`src/rtl/hazard3_bus_arbiter_2port_pkg.sv`:
```
// Shared definitions for the two-port Hazard3 bus arbiter: owner encoding,
// AHB hsize constants and hprot bit positions.
package hazard3_bus_arbiter_2port_pkg;

    typedef enum logic [1:0] {
        OWNER_NONE = 2'd0,
        OWNER_I    = 2'd1,
        OWNER_D    = 2'd2
    } owner_t;

    localparam logic [2:0] HSIZE_BYTE = 3'b000;
    localparam logic [2:0] HSIZE_HALF = 3'b001;
    localparam logic [2:0] HSIZE_WORD = 3'b010;

    localparam int HPROT_DATA = 0;
    localparam int HPROT_PRIV = 1;

    // Fetches are only ever halfword (0) or word (1).
    function automatic logic [2:0] fetch_hsize(input logic size);
        return size ? HSIZE_WORD : HSIZE_HALF;
    endfunction

    function automatic logic [3:0] make_hprot(input logic is_data, input logic priv);
        logic [3:0] p;
        p = 4'b0000;
        p[HPROT_DATA] = is_data;
        p[HPROT_PRIV] = priv;
        return p;
    endfunction

endpackage

```
`src/rtl/hazard3_arb_starve_ctr.sv`:
```
// Saturating count of I-side arbitration losses; raises force_i once the
// limit is reached so the next unlocked selection goes to the fetch side.
module hazard3_arb_starve_ctr #(
    parameter int LIMIT = 4
) (
    input  logic clk,
    input  logic rst_n,
    input  logic i_addr_vld,
    input  logic i_addr_rdy,
    input  logic d_addr_rdy,
    output logic force_i
);

    localparam logic [3:0] LIMIT_C = 4'(LIMIT);

    logic [3:0] cnt_r;

    // Loss counter: cleared by an I acceptance or by I withdrawing its request.
    always_ff @(posedge clk or negedge rst_n) begin
        if (!rst_n) begin
            cnt_r <= 4'd0;
        end else if (!i_addr_vld || i_addr_rdy) begin
            cnt_r <= 4'd0;
        end else if (d_addr_rdy && (cnt_r != LIMIT_C)) begin
            cnt_r <= cnt_r + 4'd1;
        end else begin
            cnt_r <= cnt_r;
        end
    end

    assign force_i = (cnt_r == LIMIT_C);

endmodule

```
`src/rtl/hazard3_bus_arbiter_2port.sv`:
```
// Shares one pipelined AHB-style port between fetch (I) and load/store (D).
// Optional fetch starvation guard: define HAZARD3_ARB_STARVE_GUARD_EN.
module hazard3_bus_arbiter_2port
    import hazard3_bus_arbiter_2port_pkg::*;
#(
    parameter int W_ADDR       = 32,
    parameter int STARVE_LIMIT = 4
) (
    input  logic              clk,
    input  logic              rst_n,
    input  logic [W_ADDR-1:0] i_addr,
    input  logic              i_size,
    input  logic              i_priv,
    input  logic              i_addr_vld,
    output logic              i_addr_rdy,
    output logic [31:0]       i_data,
    output logic              i_data_err,
    output logic              i_data_vld,
    input  logic [W_ADDR-1:0] d_addr,
    input  logic [1:0]        d_size,
    input  logic              d_write,
    input  logic              d_priv,
    input  logic [31:0]       d_wdata,
    input  logic              d_addr_vld,
    output logic              d_addr_rdy,
    output logic [31:0]       d_rdata,
    output logic              d_data_err,
    output logic              d_data_vld,
    output logic [W_ADDR-1:0] bus_addr,
    output logic [2:0]        bus_size,
    output logic              bus_write,
    output logic [3:0]        bus_prot,
    output logic              bus_addr_vld,
    output logic [31:0]       bus_wdata,
    input  logic              bus_ready,
    input  logic [31:0]       bus_rdata,
    input  logic              bus_err
);

    if (STARVE_LIMIT < 1 || STARVE_LIMIT > 15) begin : g_bad_limit
        $error("hazard3_bus_arbiter_2port: STARVE_LIMIT must be 1..15");
    end

    logic   rst_done_r;
    logic   lock_r;
    owner_t lock_owner_r;
    owner_t dph_owner_r;
    owner_t sel_s;
    logic   force_i_s;
    logic   i_acc_s;
    logic   d_acc_s;

`ifdef HAZARD3_ARB_STARVE_GUARD_EN
    hazard3_arb_starve_ctr #(
        .LIMIT(STARVE_LIMIT)
    ) u_starve_ctr (
        .clk        (clk),
        .rst_n      (rst_n),
        .i_addr_vld (i_addr_vld),
        .i_addr_rdy (i_addr_rdy),
        .d_addr_rdy (d_addr_rdy),
        .force_i    (force_i_s)
    );
`else
    assign force_i_s = 1'b0;
`endif

    // Requester selection; a stalled address phase keeps its owner.
    always_comb begin
        sel_s = OWNER_NONE;
        if (lock_r) begin
            sel_s = lock_owner_r;
        end else if (force_i_s && i_addr_vld) begin
            sel_s = OWNER_I;
        end else if (d_addr_vld) begin
            sel_s = OWNER_D;
        end else if (i_addr_vld) begin
            sel_s = OWNER_I;
        end else begin
            sel_s = OWNER_NONE;
        end
    end

    // Address-phase mux; D fields are the idle default.
    always_comb begin
        bus_addr     = d_addr;
        bus_size     = {1'b0, d_size};
        bus_write    = d_write;
        bus_prot     = make_hprot(1'b1, d_priv);
        bus_addr_vld = 1'b0;
        case (sel_s)
            OWNER_I: begin
                bus_addr     = i_addr;
                bus_size     = fetch_hsize(i_size);
                bus_write    = 1'b0;
                bus_prot     = make_hprot(1'b0, i_priv);
                bus_addr_vld = rst_done_r && i_addr_vld;
            end
            OWNER_D: begin
                bus_addr_vld = rst_done_r && d_addr_vld;
            end
            default: begin
                bus_addr_vld = 1'b0;
            end
        endcase
    end

    assign i_addr_rdy = rst_done_r && bus_ready && (sel_s == OWNER_I);
    assign d_addr_rdy = rst_done_r && bus_ready && (sel_s == OWNER_D);
    assign i_acc_s    = i_addr_vld && i_addr_rdy;
    assign d_acc_s    = d_addr_vld && d_addr_rdy;

    // Reset-done flag, address-phase lock and data-phase ownership.
    always_ff @(posedge clk or negedge rst_n) begin
        if (!rst_n) begin
            rst_done_r   <= 1'b0;
            lock_r       <= 1'b0;
            lock_owner_r <= OWNER_NONE;
            dph_owner_r  <= OWNER_NONE;
        end else begin
            rst_done_r <= 1'b1;
            if (bus_ready) begin
                lock_r      <= 1'b0;
                dph_owner_r <= i_acc_s ? OWNER_I : (d_acc_s ? OWNER_D : OWNER_NONE);
            end else if (bus_addr_vld) begin
                lock_r       <= 1'b1;
                lock_owner_r <= sel_s;
            end else begin
                lock_r       <= lock_r;
                lock_owner_r <= lock_owner_r;
            end
        end
    end

    assign i_data_vld = bus_ready && (dph_owner_r == OWNER_I);
    assign d_data_vld = bus_ready && (dph_owner_r == OWNER_D);
    assign i_data_err = i_data_vld && bus_err;
    assign d_data_err = d_data_vld && bus_err;
    assign i_data     = bus_rdata;
    assign d_rdata    = bus_rdata;
    assign bus_wdata  = d_wdata;

endmodule

```
`config.mk`:
```
export PLATFORM = sky130hd
export DESIGN_NAME = hazard3_bus_arbiter_2port
export DESIGN_NICKNAME = d
export VERILOG_FILES = /design/src/rtl/hazard3_bus_arbiter_2port_pkg.sv /design/src/rtl/hazard3_arb_starve_ctr.sv /design/src/rtl/hazard3_bus_arbiter_2port.sv
export SDC_FILE = /design/constraint.sdc
export NUM_CORES = 1
export LEC_CHECK = 0
export ABC_AREA = 1
export BUFFER_PORTS_ARGS = -buffer_cell sky130_fd_sc_hd__buf_2
export CAP_MARGIN = 20
export CELL_PAD_IN_SITES_DETAIL_PLACEMENT = 0
export CELL_PAD_IN_SITES_GLOBAL_PLACEMENT = 1
export CORE_MARGIN = 5
export CORE_UTILIZATION = 13
export CTS_CLUSTER_DIAMETER = 80
export CTS_CLUSTER_SIZE = 14
export DETAILED_ROUTE_END_ITERATION = 16
export PLACE_DENSITY = 0.83
export SYNTH_ARGS = -nofsm -noshare
export SYNTH_HDL_FRONTEND = slang
export SYNTH_HIERARCHICAL = 1
export SYNTH_SLANG_ARGS = --single-unit
export TNS_END_PERCENT = 50
```
`constraint.sdc`:
```
create_clock -name clk -period 1.7 [get_ports clk]
set_input_delay 0.425 -clock clk [delete_from_list [all_inputs] [get_ports clk]]
set_output_delay 0.425 -clock clk [all_outputs]
set_load 0.005 [all_outputs]
```
==> results_dict.tcl, run 1 <==
set metrics [dict create \
    outcome "finished with violations" \
    violations "negative setup slack" \
    h-tree-depth 1 \
    avgSynthCellArea_um2 6.04 \
    cp-end-kind "output pin" \
    clk_latency_ns 0.23 \
    holdCritPathClass "in2async" \
    synth_top_area_frac 0.473 \
    dieHeight_um 122 \
    arrival_ns 1.59 \
    routed_wl_um 5340 \
    hpwl_um 4490 \
    p_leak_uw 0.00115 \
    drv_slew 0 \
    irDropWorstVdd_mv 0.573 \
    ys_types 21 \
    nets 444 \
    grt_pass1_wl_um 7200 \
    cts_made_buffers 3 \
    grt_start_max_net_pins 37 \
    post-route-min-period_ns 2.02 \
    initial_utilization 0.134 \
    synthTopCellsByArea "buf_4 (47%), nand2_1 (26%), dfrtp_1 (9.3%)" \
    fmax_mhz 496 \
    synth_xor_area_frac 0 \
    setup_violations 40 \
    root_buffer "clkbuf_16" \
    drtIter0Drc 24 \
    vias 1519 \
    placed_area_mm2 0.00173 \
    grt_overflow 0 \
    gp_congestion 0.709 \
    synth-adder-area-share 0.0155 \
    cts_buffer_depth 2 \
    endpoint "bus_size[0]" \
    syn2layout_area_growth_pct 19.6 \
    holdWs_ns 0.0170 \
    cap_violations 0 \
    fin_util 0.160 \
    grt_pass1_vias 1435 \
    reg2reg_depth 12 \
    regToRegStartpoint "lock_r$_DFFE_PN0P_" \
    core_mm2 0.0121 \
    final.setup_skew_ns 0.000914 \
    synth_top_family_by_area "buffers and inverters" \
    syn_inst 268 \
    syn_area_mm2 0.00162 \
    hold_violations 0 \
    fin_ws_ns -0.317 \
    wl_per_cell_um 11.4 \
    cp.required_ns 1.27 \
    cts_tree "yes" \
    ys_async_sr_fraction 1.00 \
    numClockSinks 6 \
    power_uw 1140 \
    portBuffers 119 \
    seq_area_frac_synth 0.0927 \
    drt_first_pass_iters 4 \
    antenna_found_initial 0 \
    rsz0062_at_grt "yes" \
    rrSetupSlack_ns 0.08 \
    cp-start-kind "flop" \
    reg2reg_to "lock_owner_r[0]$_DFFE_PN0P_" \
    p_per_area_mw_per_mm2 588 \
    ys.flop_type "dfrtp_1" \
    critPathLaunch "lock_r$_DFFE_PN0P_" \
    final_area_mm2 0.00194 \
    criticalPathCategory "reg2out" \
    num_antenna_cells 0 \
    synthSimpleGateAreaFrac 0.348 \
    netlist_top_cells_count "nand2_1 (112), buf_4 (102), inv_1 (12), dfrtp_1 (6), nand2_2 (5)" \
    yosys_warnings 6 \
    die_area_mm2 0.0148 \
    synth_top_area_cell "buf_4" \
    drc 0 \
    synth_compound_area_frac 0.0139 \
    rows 40 \
    ant_nets 0 \
    grt_usage 0.0624 \
    synth-seq-cells 6 \
    yosysMostFrequentCell "nand2_1" \
    ioPinCount 283 \
    finalCritPeriodShare 1.19 \
    vias_per_cell 3.25 \
    die_x_um 122 \
    clk_pin_slew_ns 0.03 \
    crit_fanout 18 \
    drive_above_1_share 0.533 \
    synth_edf_count 0 \
    synthMuxAreaShare 0 \
]
[area by class of cell]
type	count	area, µm²
clock buffers	3	75.1
well taps	168	210
repair buffers	133	757
inverters	15	68.8
fillers	1405	10200
flip-flops and latches	6	150
multi-input cells	143	676
[cells by family (layout without fill, tap and decap cells)]
family | count (synthesis) | after routing
AND/OR/NAND/NOR | 133 | 133
buffers and inverters | 121 | 151
flip-flops | 6 | 6
AO/OA/AOI/OAI | 4 | 4
adder cells (fa/ha/maj) | 2 | 2
other | 2 | 4
[stage by stage]
step | setup TNS, ns | setup slack, ns | std cells
after floorplan | -0.0550 | -0.00275 | 270
after global placement | -12.31 | -0.339 | 461
after detailed placement | -13.89 | -0.374 | 461
after CTS | -9.85 | -0.307 | 468
after global routing | -13.58 | -0.381 | 468
final | -10.06 | -0.317 | 468
[power by group]
group | internal (µW) | switching [µW] | total, µW
clock | 301 | 72.9 | 374
combinational | 292 | 283 | 575
sequential | 169 | 19.9 | 189
[worst min-delay path by stage]
stage / startpoint / to / slack (ns) / cells past startpoint
finish: rst_n / lock_owner_r[0]$_DFFE_PN0P_ / 0.02 / 1
global route: rst_n / lock_owner_r[0]$_DFFE_PN0P_ / 0.03 / 1
CTS: rst_n / lock_owner_r[0]$_DFFE_PN0P_ / 0.02 / 1
detailed placement: rst_n / lock_owner_r[0]$_DFFE_PN0P_ / 0.26 / 1
global placement: rst_n / lock_owner_r[0]$_DFFE_PN0P_ / 0.26 / 1
floorplan: rst_n / dph_owner_r[0]$_DFFE_PN0P_ / 0.13 / 0
[worst max-delay path, stage by stage (launching register included)]
cell,delay [ns]
dfrtp_1,0.39
inv_2,0.09
nand2_1,0.07
nand2_2,0.09
inv_2,0.05
ha_4,0.20
buf_12,0.16
o21a_1,0.18
buf_2,0.12
[flip-flops by register name, summed over array words and instances (netlist names)]
signal / flops
lock_r: 1
dph_owner_r: 2
lock_owner_r: 2
rst_done_r: 1
[layer usage]
| layer | global-route usage | wire, µm | part of all wire | up-vias |
|---|---|---|---|---|
| met3 | 0.0432 | 963 | 0.18 | 20 |
| met5 | 0 | 0 | 0 | - |
| li1 | - | - | - | 763 |
| met4 | 0.0364 | 165 | 0.031 | 0 |
| met2 | 0.0988 | 2370 | 0.44 | 119 |
| met1 | 0.0599 | 1840 | 0.35 | 617 |
[layout by cell type (no fill, tap or decap)]
master	synthesis	layout
buf_4	102	11
clkbuf_16	0	3
nor2_4	4	4
nor2_1	3	3
nand2_4	0	2
inv_2	2	6
nand2_1	112	108
inv_1	12	8
nand3_1	2	1
buf_12	0	3
ha_4	0	2
o21a_1	1	1
nor3_1	2	2
nand4_1	2	2
dfrtp_1	6	6
o21ai_1	1	1
inv_12	0	1
o21ai_0	2	2
conb_1	2	4
buf_6	1	3
nand3_2	1	2
nand2_2	5	7
buf_2	3	116
nor4_1	2	2
[what timing repair did]
item | CTS | global route
gates resized for setup | 23 | 2
setup buffers | 4 | 0
hold buffers | 0 | 0
pin swaps | 7 | 3
endpoints found under the setup margin | 41 | 41
No activity file was read; power rests on OpenSTA's default activity.
==> inputs of run 2 (changes only) <==
--- a/config.mk
+++ b/config.mk
@@ -16,6 +16,7 @@
 export CTS_CLUSTER_SIZE = 14
 export DETAILED_ROUTE_END_ITERATION = 16
 export PLACE_DENSITY = 0.83
+export RECOVER_POWER = 100
 export SYNTH_ARGS = -nofsm -noshare
 export SYNTH_HDL_FRONTEND = slang
 export SYNTH_HIERARCHICAL = 1
==> results_dict.tcl, run 2 (synthesis gave the netlist of run 1 again) <==
set metrics [dict create \
    outcome "finished with violations" \
    violations "negative setup slack" \
    reg2reg_depth 13 \
    dieHeight_um 122 \
    cts_buffer_depth 2 \
    vias_per_cell 3.25 \
    initial_utilization 0.134 \
    drv_slew 0 \
    grt_pass1_wl_um 7200 \
    regToRegStartpoint "lock_r$_DFFE_PN0P_" \
    fin_ws_ns -0.317 \
    fin_util 0.159 \
    setup_violations 40 \
    ant_nets 0 \
    cp-end-kind "output pin" \
    final.setup_skew_ns 0.000914 \
    post-route-min-period_ns 2.02 \
    rrSetupSlack_ns 0.05 \
    rows 40 \
    die_area_mm2 0.0148 \
    h-tree-depth 1 \
    p_seq_frac 0.166 \
    fmax_mhz 496 \
    nets 444 \
    holdCritPathClass "in2async" \
    antenna_found_initial 0 \
    cap_violations 0 \
    irDropWorstVdd_mv 0.572 \
    p_leak_uw 0.00113 \
    power_frac_comb 0.504 \
    grt_pass1_vias 1435 \
    grt_start_max_net_pins 37 \
    hpwl_um 4490 \
    grtUsageMet1 0.0599 \
    vias 1519 \
    routed_wl_um 5350 \
    drtIter0Drc 23 \
    drc 0 \
    pre_cts_ws_ns -0.374 \
    largestRegisters "dph_owner_r x2, lock_owner_r x2" \
    criticalPathCategory "reg2out" \
    cts_tree "yes" \
    cp-start-kind "flop" \
    cts_hold_buf 0 \
    grt-busiest-layer "met2" \
    gp_congestion 0.709 \
    rsz0062_at_grt "yes" \
    p_clk_frac 0.329 \
    root_buffer "clkbuf_16" \
    grt_overflow 0 \
    portBuffers 119 \
    wl_per_cell_um 11.4 \
    reg2reg_to "lock_owner_r[0]$_DFFE_PN0P_" \
    num_antenna_cells 0 \
    dp.cells 461 \
    instances_no_fill 468 \
    core_mm2 0.0121 \
    clk_pin_slew_ns 0.03 \
    arrival_ns 1.59 \
    crit_fanout 18 \
    syn2layout_area_growth_pct 19.2 \
    critPathLaunch "lock_r$_DFFE_PN0P_" \
    multi_input_area_um2 676 \
    register_area_um2 150 \
    cts_made_buffers 3 \
    intPower_uw 760 \
    tns_ns -10.09 \
    switchingPower_uw 376 \
    numClockSinks 6 \
    p_per_area_mw_per_mm2 588 \
    use_met2 0.0988 \
    die_x_um 122 \
    cp.required_ns 1.27 \
    final_cell_mix "buf_2 (111), nand2_1 (108), buf_4 (11)" \
    drive_above_1_share 0.513 \
    hold_violations 0 \
    grtUsageMet3 0.0432 \
    ioPinCount 283 \
    netSwitchingFraction 0.331 \
    fill_cells 1406 \
    finalCritPeriodShare 1.19 \
    drt_first_pass_iters 4 \
    endpoint "bus_size[0]" \
    grt_usage 0.0624 \
    layout_commonest_cell "buf_2" \
    clk_latency_ns 0.23 \
]
## run 2: stage by stage
step                hold WS (ns)  cell area (µm²)  total power (µW)
floorplan                  0.129             1630               616
global placement           0.255             1730               694
detailed placement         0.259             1730               695
CTS                       0.0188             1930              1160
global route               0.108             1930              1220
finish                    0.0691             1930              1140
## run 2: timing repair
item	4_1_cts	5_1_grt
gates resized for setup	23	2
pin swaps	7	3
setup buffers	4	0
setup endpoints to repair	41	41
## run 2: layout make-up
| class | instances | share of cell area |
|---|---|---|
| well taps | 168 | 0.109 |
| clock buffers | 3 | 0.0389 |
| flip-flops and latches | 6 | 0.0778 |
| repair buffers | 133 | 0.389 |
| inverters | 15 | 0.0356 |
| multi-input cells | 143 | 0.350 |
## run 2: worst min path at each step
| stage | to | slack, ns | cells after the start |
|---|---|---|---|
| after detailed placement | lock_owner_r[0]$_DFFE_PN0P_ | 0.26 | 1 |
| after global placement | lock_owner_r[0]$_DFFE_PN0P_ | 0.26 | 1 |
| after floorplan | dph_owner_r[0]$_DFFE_PN0P_ | 0.13 | 0 |
| after CTS | lock_owner_r[0]$_DFFE_PN0P_ | 0.02 | 1 |
| after global routing | lock_owner_r[0]$_DFFE_PN0P_ | 0.11 | 1 |
| final | lock_owner_r[0]$_DFFE_PN0P_ | 0.07 | 1 |
## run 2: critical path: stages, from the launching register on
cell and delay [ns]:
dfrtp_1 0.39, inv_2 0.09, nand2_1 0.07, nand2_2 0.09
inv_2 0.05, ha_4 0.20, buf_12 0.16, o21a_1 0.18
buf_2 0.12
## run 2: power by group through the flow
stage / combinational (µW) / sequential [µW] / clock [µW]
6_report: 573 / 189 / 374
5_1_grt: 640 / 191 / 393
4_1_cts: 586 / 189 / 387
3_5_place_dp: 510 / 185 / 0
3_3_place_gp: 509 / 185 / 0
2_1_floorplan: 434 / 182 / 0
## run 2: per-layer routing
metal | part of all wire | vias up
met2 | 0.44 | 119
li1 | - | 762
met3 | 0.18 | 20
met1 | 0.35 | 618
met4 | 0.031 | 0
met5 | 0 | -
